File: config.mk
export PLATFORM = sky130hd
export DESIGN_NAME = sim_run_controller
export DESIGN_NICKNAME = d
export VERILOG_FILES = /design/src/rtl/sim_run_pkg.sv /design/src/rtl/sim_run_stall_det.sv /design/src/rtl/sim_run_controller.sv
export SDC_FILE = /design/constraint.sdc
export NUM_CORES = 1
export LEC_CHECK = 0
export BUFFER_PORTS_ARGS = -buffer_cell sky130_fd_sc_hd__buf_2
export CORE_MARGIN = 2
export CORE_UTILIZATION = 44
export CTS_CLUSTER_SIZE = 25
export DETAILED_ROUTE_END_ITERATION = 7
export HOLD_SLACK_MARGIN = 0.1
export PLACE_DENSITY = 0.72
export RECOVER_POWER = 50
export SLEW_MARGIN = 5
export SYNTH_ARGS = -nofsm -noshare
export SYNTH_HDL_FRONTEND = slang
export SYNTH_SLANG_ARGS = --single-unit
File: constraint.sdc
create_clock -name clock -period 3.2 [get_ports clock]
set_clock_uncertainty 0.15 [all_clocks]
set_input_delay 0.48 -clock clock [delete_from_list [all_inputs] [get_ports clock]]
set_output_delay 0.48 -clock clock [all_outputs]
set_load 0.05 [all_outputs]
File: src/rtl/sim_run_pkg.sv
// Shared types and constants for the simulation run/reset sequencer.
package sim_run_pkg;

    // Controller FSM states
    typedef enum logic [1:0] {
        StIdle = 2'd0,
        StHold = 2'd1,
        StRun  = 2'd2,
        StDone = 2'd3
    } run_state_e;

    // Run outcome codes reported on fail_code
    localparam logic [1:0] FAIL_NONE    = 2'b00;
    localparam logic [1:0] FAIL_TIMEOUT = 2'b01;
    localparam logic [1:0] FAIL_STALL   = 2'b10;

    // MIPS encoding fields used to recognise `break`
    localparam logic [5:0] OPC_SPECIAL = 6'h00;
    localparam logic [5:0] FUNCT_BREAK = 6'h0D;

    // SPECIAL opcode with BREAK funct; the code field (bits 25:6) is ignored
    function automatic logic is_break(input logic [31:0] instr);
        return (instr[31:26] == OPC_SPECIAL) && (instr[5:0] == FUNCT_BREAK);
    endfunction

endpackage

File: src/rtl/sim_run_stall_det.sv
// PC stall detector: counts consecutive RUN cycles in which the sampled PC
// repeats the previous RUN cycle's PC, and flags a stall on the cycle that
// completes STALL_LIMIT equal samples.
module sim_run_stall_det #(
    parameter int unsigned STALL_LIMIT = 8
) (
    input  logic        i_clk,
    input  logic        i_rst_n,
    input  logic        i_run,
    input  logic [31:0] i_pc,
    output logic        o_stall
);

    localparam int unsigned CntW = $clog2(STALL_LIMIT) + 1;
    // Repeat count already held when the current repeat is the final one
    localparam logic [CntW-1:0] RepeatLast = CntW'(STALL_LIMIT - 2);

    logic [31:0]     r_prev_pc;
    logic            r_prev_valid;
    logic [CntW-1:0] r_rep_cnt;
    logic            w_repeat;

    // Compare the current PC against the previous RUN-cycle sample
    always_comb begin
        w_repeat = i_run && r_prev_valid && (i_pc == r_prev_pc);
        o_stall  = w_repeat && (r_rep_cnt == RepeatLast);
    end

    // Track previous PC and repeat run length; history is dropped outside RUN
    // so the first RUN cycle never counts as a repeat
    always_ff @(posedge i_clk or negedge i_rst_n) begin
        if (!i_rst_n) begin
            r_prev_pc    <= '0;
            r_prev_valid <= 1'b0;
            r_rep_cnt    <= '0;
        end else if (i_run) begin
            r_prev_pc    <= i_pc;
            r_prev_valid <= 1'b1;
            r_rep_cnt    <= w_repeat ? (r_rep_cnt + CntW'(1)) : '0;
        end else begin
            r_prev_valid <= 1'b0;
            r_rep_cnt    <= '0;
        end
    end

endmodule

File: src/rtl/sim_run_controller.sv
// Run/reset sequencer for the MIPS core simulation harness. Holds the core in
// reset for RESET_CYCLES after start, counts run cycles and ends the run on a
// `break`, a timeout, or (with SIM_RUN_STALL_DETECT_EN defined) a PC stall.
module sim_run_controller
    import sim_run_pkg::*;
#(
    parameter int unsigned RESET_CYCLES   = 2,
    parameter int unsigned TIMEOUT_CYCLES = 100,
    parameter int unsigned STALL_LIMIT    = 8,
    parameter int unsigned CNT_W          = 32
) (
    input  logic             clock,
    input  logic             reset,
    input  logic             start,
    input  logic [31:0]      pc_in,
    input  logic [31:0]      instr_in,
    output logic             core_reset,
    output logic             running,
    output logic [CNT_W-1:0] cycle_count,
    output logic             done,
    output logic             pass,
    output logic [1:0]       fail_code
);

    localparam logic [CNT_W-1:0] HoldLast    = CNT_W'(RESET_CYCLES - 1);
    localparam logic [CNT_W-1:0] TimeoutLast = CNT_W'(TIMEOUT_CYCLES - 1);

    if (RESET_CYCLES < 1 || TIMEOUT_CYCLES < 1 || STALL_LIMIT < 2) begin : g_param_check
        $error("sim_run_controller: parameter out of range");
    end

    run_state_e       r_state;
    run_state_e       w_state_next;
    logic [CNT_W-1:0] r_hold_cnt;
    logic [CNT_W-1:0] r_cycle_count;
    logic             r_pass;
    logic [1:0]       r_fail_code;

    logic w_in_run;
    logic w_hold_last;
    logic w_break;
    logic w_timeout;
    logic w_stall;
    logic w_finish;
    logic w_accept_start;

    // Termination conditions and control decodes
    always_comb begin
        w_in_run       = (r_state == StRun);
        w_hold_last    = (r_state == StHold) && (r_hold_cnt == HoldLast);
        w_break        = w_in_run && is_break(instr_in);
        w_timeout      = w_in_run && (r_cycle_count == TimeoutLast);
        w_finish       = w_break || w_timeout || w_stall;
        w_accept_start = start && ((r_state == StIdle) || (r_state == StDone));
    end

`ifdef SIM_RUN_STALL_DETECT_EN
    sim_run_stall_det #(
        .STALL_LIMIT (STALL_LIMIT)
    ) u_stall_det (
        .i_clk   (clock),
        .i_rst_n (reset),
        .i_run   (w_in_run),
        .i_pc    (pc_in),
        .o_stall (w_stall)
    );
`else
    assign w_stall = 1'b0;
    logic w_unused_pc;
    assign w_unused_pc = ^pc_in;
`endif

    // State register
    always_ff @(posedge clock or negedge reset) begin
        if (!reset) begin
            r_state <= StIdle;
        end else begin
            r_state <= w_state_next;
        end
    end

    // Next-state logic; start is only honoured in IDLE and DONE
    always_comb begin
        w_state_next = r_state;
        unique case (r_state)
            StIdle: if (start) w_state_next = StHold;
            StHold: if (w_hold_last) w_state_next = StRun;
            StRun:  if (w_finish) w_state_next = StDone;
            StDone: if (start) w_state_next = StHold;
            default: w_state_next = StIdle;
        endcase
    end

    // Outputs decoded from state; core_reset follows the async state reset
    always_comb begin
        core_reset = 1'b1;
        running    = 1'b0;
        done       = 1'b0;
        unique case (r_state)
            StIdle: core_reset = 1'b1;
            StHold: core_reset = 1'b1;
            StRun: begin
                core_reset = 1'b0;
                running    = 1'b1;
            end
            StDone: done = 1'b1;
            default: core_reset = 1'b1;
        endcase
        cycle_count = r_cycle_count;
        pass        = r_pass;
        fail_code   = r_fail_code;
    end

    // HOLD cycle counter; idles at zero so each HOLD starts from a clean count
    always_ff @(posedge clock or negedge reset) begin
        if (!reset) begin
            r_hold_cnt <= '0;
        end else if ((r_state == StHold) && !w_hold_last) begin
            r_hold_cnt <= r_hold_cnt + CNT_W'(1);
        end else begin
            r_hold_cnt <= '0;
        end
    end

    // Run cycle counter: cleared on start, saturating, frozen on the exit edge
    always_ff @(posedge clock or negedge reset) begin
        if (!reset) begin
            r_cycle_count <= '0;
        end else if (w_accept_start) begin
            r_cycle_count <= '0;
        end else if (w_in_run && !w_finish && (r_cycle_count != '1)) begin
            r_cycle_count <= r_cycle_count + CNT_W'(1);
        end
    end

    // Run outcome: captured on the exit edge with break > timeout > stall
    always_ff @(posedge clock or negedge reset) begin
        if (!reset) begin
            r_pass      <= 1'b0;
            r_fail_code <= FAIL_NONE;
        end else if (w_accept_start) begin
            r_pass      <= 1'b0;
            r_fail_code <= FAIL_NONE;
        end else if (w_in_run && w_finish) begin
            r_pass <= w_break;
            if (w_break) begin
                r_fail_code <= FAIL_NONE;
            end else if (w_timeout) begin
                r_fail_code <= FAIL_TIMEOUT;
            end else begin
                r_fail_code <= FAIL_STALL;
            end
        end
    end

endmodule

======== Yosys cells after proc, flatten, opt, wreduce, memory -nomap -nowiden ========
Index checks and enable logic that the tools add are counted.
operators by class
  add/subtract/negate cells ............... 2
  equal/unequal tests ..................... 10
  muxes and demuxes ....................... 16
  reductions and logical operators ........ 19
operators with widths
  kind                   number
  $mux 32                3
  $add 32x1->32 const B  2
  $eq 32x1->1 const B    1
  $eq 32x7->1 const B    1
  $ne 32x32->1 const B   1
  $mux 2                 7
  $logic_and 1x1->1      9
  $eq 6x4->1 const B     1
  $logic_not 6->1        1
  $pmux 2 s3             1
  $mux 1                 5
  $eq 2x2->1 const B     2
  $ne 2x1->1 const B     2
  $reduce_bool 2->1      2
  $reduce_and 3->1       1
  $eq 2x1->1 const B     1
  $logic_not 1->1        2
  $logic_not 2->1        1
  $logic_or 1x1->1       2
  $ne 2x2->1 const B     1
  $reduce_or 2->1        1
storage, ports and cells
  register bits after elaboration ......... 69
  word-level logic and storage cells ...... 52

======== Logic depth before layout (Yosys ltp) ========
  word-level depth ........................ 9
  mapped depth ............................ 9

======== Least setup slack after synthesis ========
No wires, ideal clock.
  kind .................................... reg2reg
  start point ............................. register r_state[0]
  end point ............................... register r_cycle_count[31], in the netlist cycle_count[31]
  setup time .............................. 0.099 ns
  data arrival time ....................... 2.620 ns
  path slack .............................. 0.330 ns
  stages on the path, launching flop included .. 9
  path through ............................ dfrtp_1 inv_1 ha_1 inv_1 a41oi_2 o31ai_1 buf_4 o41a_1 a311oi_1
between the ends
  cells in the longest elaborated chain, start to end .. 7
ends and longest elaborated chain
  item                                  RTL line                                            source
  start, declared                       sim_run_controller.sv:32                            run_state_e r_state;
  start signal, assigned                sim_run_controller.sv:76                            r_state <= StIdle;
  start signal, assigned                sim_run_controller.sv:78                            r_state <= w_state_next;
  $eq 2x2->1                            sim_run_controller.sv:49                            w_in_run = (r_state == StRun);
  $logic_and 1x1->1 (on tied branches)  sim_run_controller.sv:51, sim_run_controller.sv:52
  $logic_or 1x1->1                      sim_run_controller.sv:53                            w_finish = w_break || w_timeout || w_stall;
  $logic_not 1->1                       sim_run_controller.sv:131                           end else if (w_in_run && !w_finish && (r_cycle_count != '1)) begin
  $logic_and 1x1->1 (2 in series)       sim_run_controller.sv:131
  $reduce_bool 2->1 (no line)           --
  end signal, assigned                  sim_run_controller.sv:132                           r_cycle_count <= r_cycle_count + CNT_W'(1);
  end, declared                         sim_run_controller.sv:35                            logic [CNT_W-1:0] r_cycle_count;
Several ways; a longest one is shown, not always the timed one.
A chain may end at the register's enable or synchronous reset.

======== Final worst setup path ========
  start point ............................. register r_cycle_count[0], in the netlist cycle_count[0]
  end point ............................... register r_cycle_count[27], in the netlist cycle_count[27]
between the ends
  cells in the longest elaborated chain, start to end .. 7
ends and longest elaborated chain
  item
  parallel branches: the longest is 7 deep, another holds $add 32x1->32
Parallel ways; which one is timed is not known. The select of a mux whose other input is x is not followed.

==> metrics.cfg <==
[cells_and_area]
num-fill-cells=822
area_growth_syn_to_layout_pct=13.3
drive_above_1_share=0.138
fin_util=0.514
final_cell_mix=69 x dfrtp_1, 41 x nor2_1, 32 x nand3_1, 32 x buf_2, 29 x a21oi_1
final_common_cell=dfrtp_1
n_antenna_cell=0
fin_nets=555

[worst_setup_path]
critPathKind=reg -> reg
critPathMaxFanout=10
worstSetupEndpointType=flop
arrival_ps=2730
crit_required_ps=3240
startpoint_type=flop

[grt]
grt-ovfl-total=0
grt_pass1_wl_mm=16.6
grt_pass1_vias=3460
grtUsageTotal=0.207
grt_max_degree=40
antenna_found_initial=1

[sta]
setup_viol=0
hold_viol=0
final_max_slew_viol_count=29
whs_ps=343
worstMarginPinSlew_ps=1540
fin_setup_tns_ps=0
fin_crit_ps=2690
rsz0062_at_grt=false
relSlewSlack=-0.0252
fin_crit_sh=0.839
max_freq_ghz=0.372

[pwr]
power.share.clock=0.292
p_int_w=0.00136
powerDensity_nw_per_um2=493
pwr-share-comb=0.280
p_sw_w=0.000849
p_leak_nw=1.75
seqPwrFrac=0.428
switching_share=0.384
ir_drop_uv=308

[clocking]
numCtsBuffers=9
cts_tree=done
holdBufCountCts=1
cts_resized=0
cts-root-buf=clkbuf_8
cts_buffer_depth=2
clk_pin_slew_ps=70
clock-sinks=69
clkLatencyLatePin_ps=350
htreeDepth=3
post_cts_buffers=0

[run]
cap_violations=1

[yosys]
syn_area_sq_um=3960
ys_warn_count=0
async_flop_share=1.00
yosysSeqAreaShare=0.436
synth_edf_count=0
synth_flop_cell=dfrtp_1
ys_ff_latch=69
synth_cells=429
syn_area_per_cell_sq_um=9.23
ys_types=51
syn_nets=503

[placed_design]
portBuffers=52
gp_congestion=0.890
hpwlAfterDp_mm=6.90

[worst_hold_path]
hold_path.class=in -> reg

[detailed_routing]
drt_pre_antenna_iters=4
drt_iter0_drc=196
avgViaCountPerCell=6.09
wl_mm=9.80
avgRoutedWirePerCell_um=16.5
drtAntennaViolNets=0
drc_errors=0
dr_total_vias=3620

[die]
ios=105
die_height_um=98.8
std_cell_rows=34
die_area_sq_um=9770
core_sq_um=8720
initial_core_util=0.454
die_w_um=98.8

[outcome]
violations=max-capacitance violations, max-slew violations
outcome=finished, violations left

[power by group through the flow]
stage	registers (W)	clock network, W	logic [W]
after floorplan	0.000987	0	0.000417
after global placement	0.000960	0	0.000607
after detailed placement	0.000964	0	0.000623
after CTS	0.000946	0.000662	0.000626
after global routing	0.000952	0.000696	0.000678
final	0.000946	0.000647	0.000619
[cell usage after synthesis, types with 7 or more instances]
cell type / instances / area share
nand4_1: 17 / 0.027
inv_1: 9 / 0.0085
a21oi_1: 29 / 0.037
nand3_1: 32 / 0.040
nor2_1: 41 / 0.039
nand2_1: 28 / 0.027
nor4_1: 21 / 0.033
xor2_1: 8 / 0.018
clkbuf_1: 13 / 0.012
ha_1: 7 / 0.022
nor3_1: 11 / 0.014
or4_1: 19 / 0.036
o31ai_1: 21 / 0.040
dfrtp_1: 69 / 0.44
and3_1: 8 / 0.013
xnor2_1: 21 / 0.046
and4_1: 10 / 0.022
[metal layers]
layer	up-vias	share of wire	global-route usage
li1	1739	-	-
met1	1776	0.43	0.256
met2	91	0.51	0.361
met3	12	0.052	0.0560
met4	2	0.011	0.0474
met5	-	0.00082	0
[final timing paths]
| kind | start | end | slack [ps] | cells after the start |
|---|---|---|---|---|
| min in group asynchronous | reset | cycle_count[25] | 880 | 2 |
| worst max register to register | cycle_count[0] | cycle_count[27] | 510 | 6 |
| worst min register to register | fail_code[0] | fail_code[0] | 350 | 1 |
| worst min-delay path | start | r_state[1] | 340 | 3 |
| max in group asynchronous | reset | cycle_count[0] | 730 | 3 |
| worst max-delay path | cycle_count[0] | cycle_count[27] | 510 | 6 |
[final cells by class]
type | instances | area (sq um) | area share
well taps | 108 | 135 | 0.0301
clock inverters | 6 | 38.8 | 0.00865
inverters | 9 | 33.8 | 0.00753
clock buffers | 10 | 138 | 0.0307
repair buffers | 61 | 300 | 0.0669
multi-input cells | 331 | 2110 | 0.471
flip-flops and latches | 69 | 1730 | 0.385
[worst max-delay path: stages, from the launching register on]
cell	delay (ps)
dfrtp_1	480
ha_1	340
nand4_1	170
or4_4	580
o21ai_1	560
or4_1	210
a21oi_1	60
[state kept, by name (all words and copies together) (netlist names)]
name,flops
fail_code,2
pass,1
r_state,2
r_hold_cnt,32
cycle_count,32
[stage by stage]
stage / worst slack [ps] / power, W / area (sq um) / std cells
CTS: 543 / 0.00223 / 4520 / 594
finish: 514 / 0.00221 / 4490 / 594
floorplan: 330 / 0.00140 / 3960 / 429
detailed placement: 563 / 0.00159 / 4330 / 577
global placement: 611 / 0.00157 / 4330 / 577
global route: 354 / 0.00233 / 4490 / 594
[cell families after synthesis]
family | Yosys count | synth area share
AO/OA/AOI/OAI | 75 | 0.124
XOR/XNOR | 29 | 0.0642
adder cells (fa/ha/maj) | 7 | 0.0221
buffers and inverters | 29 | 0.0341
flip-flops | 69 | 0.436
multiplexers | 2 | 0.00506
AND/OR/NAND/NOR | 218 | 0.315
Power figures use the tool's default switching activity.
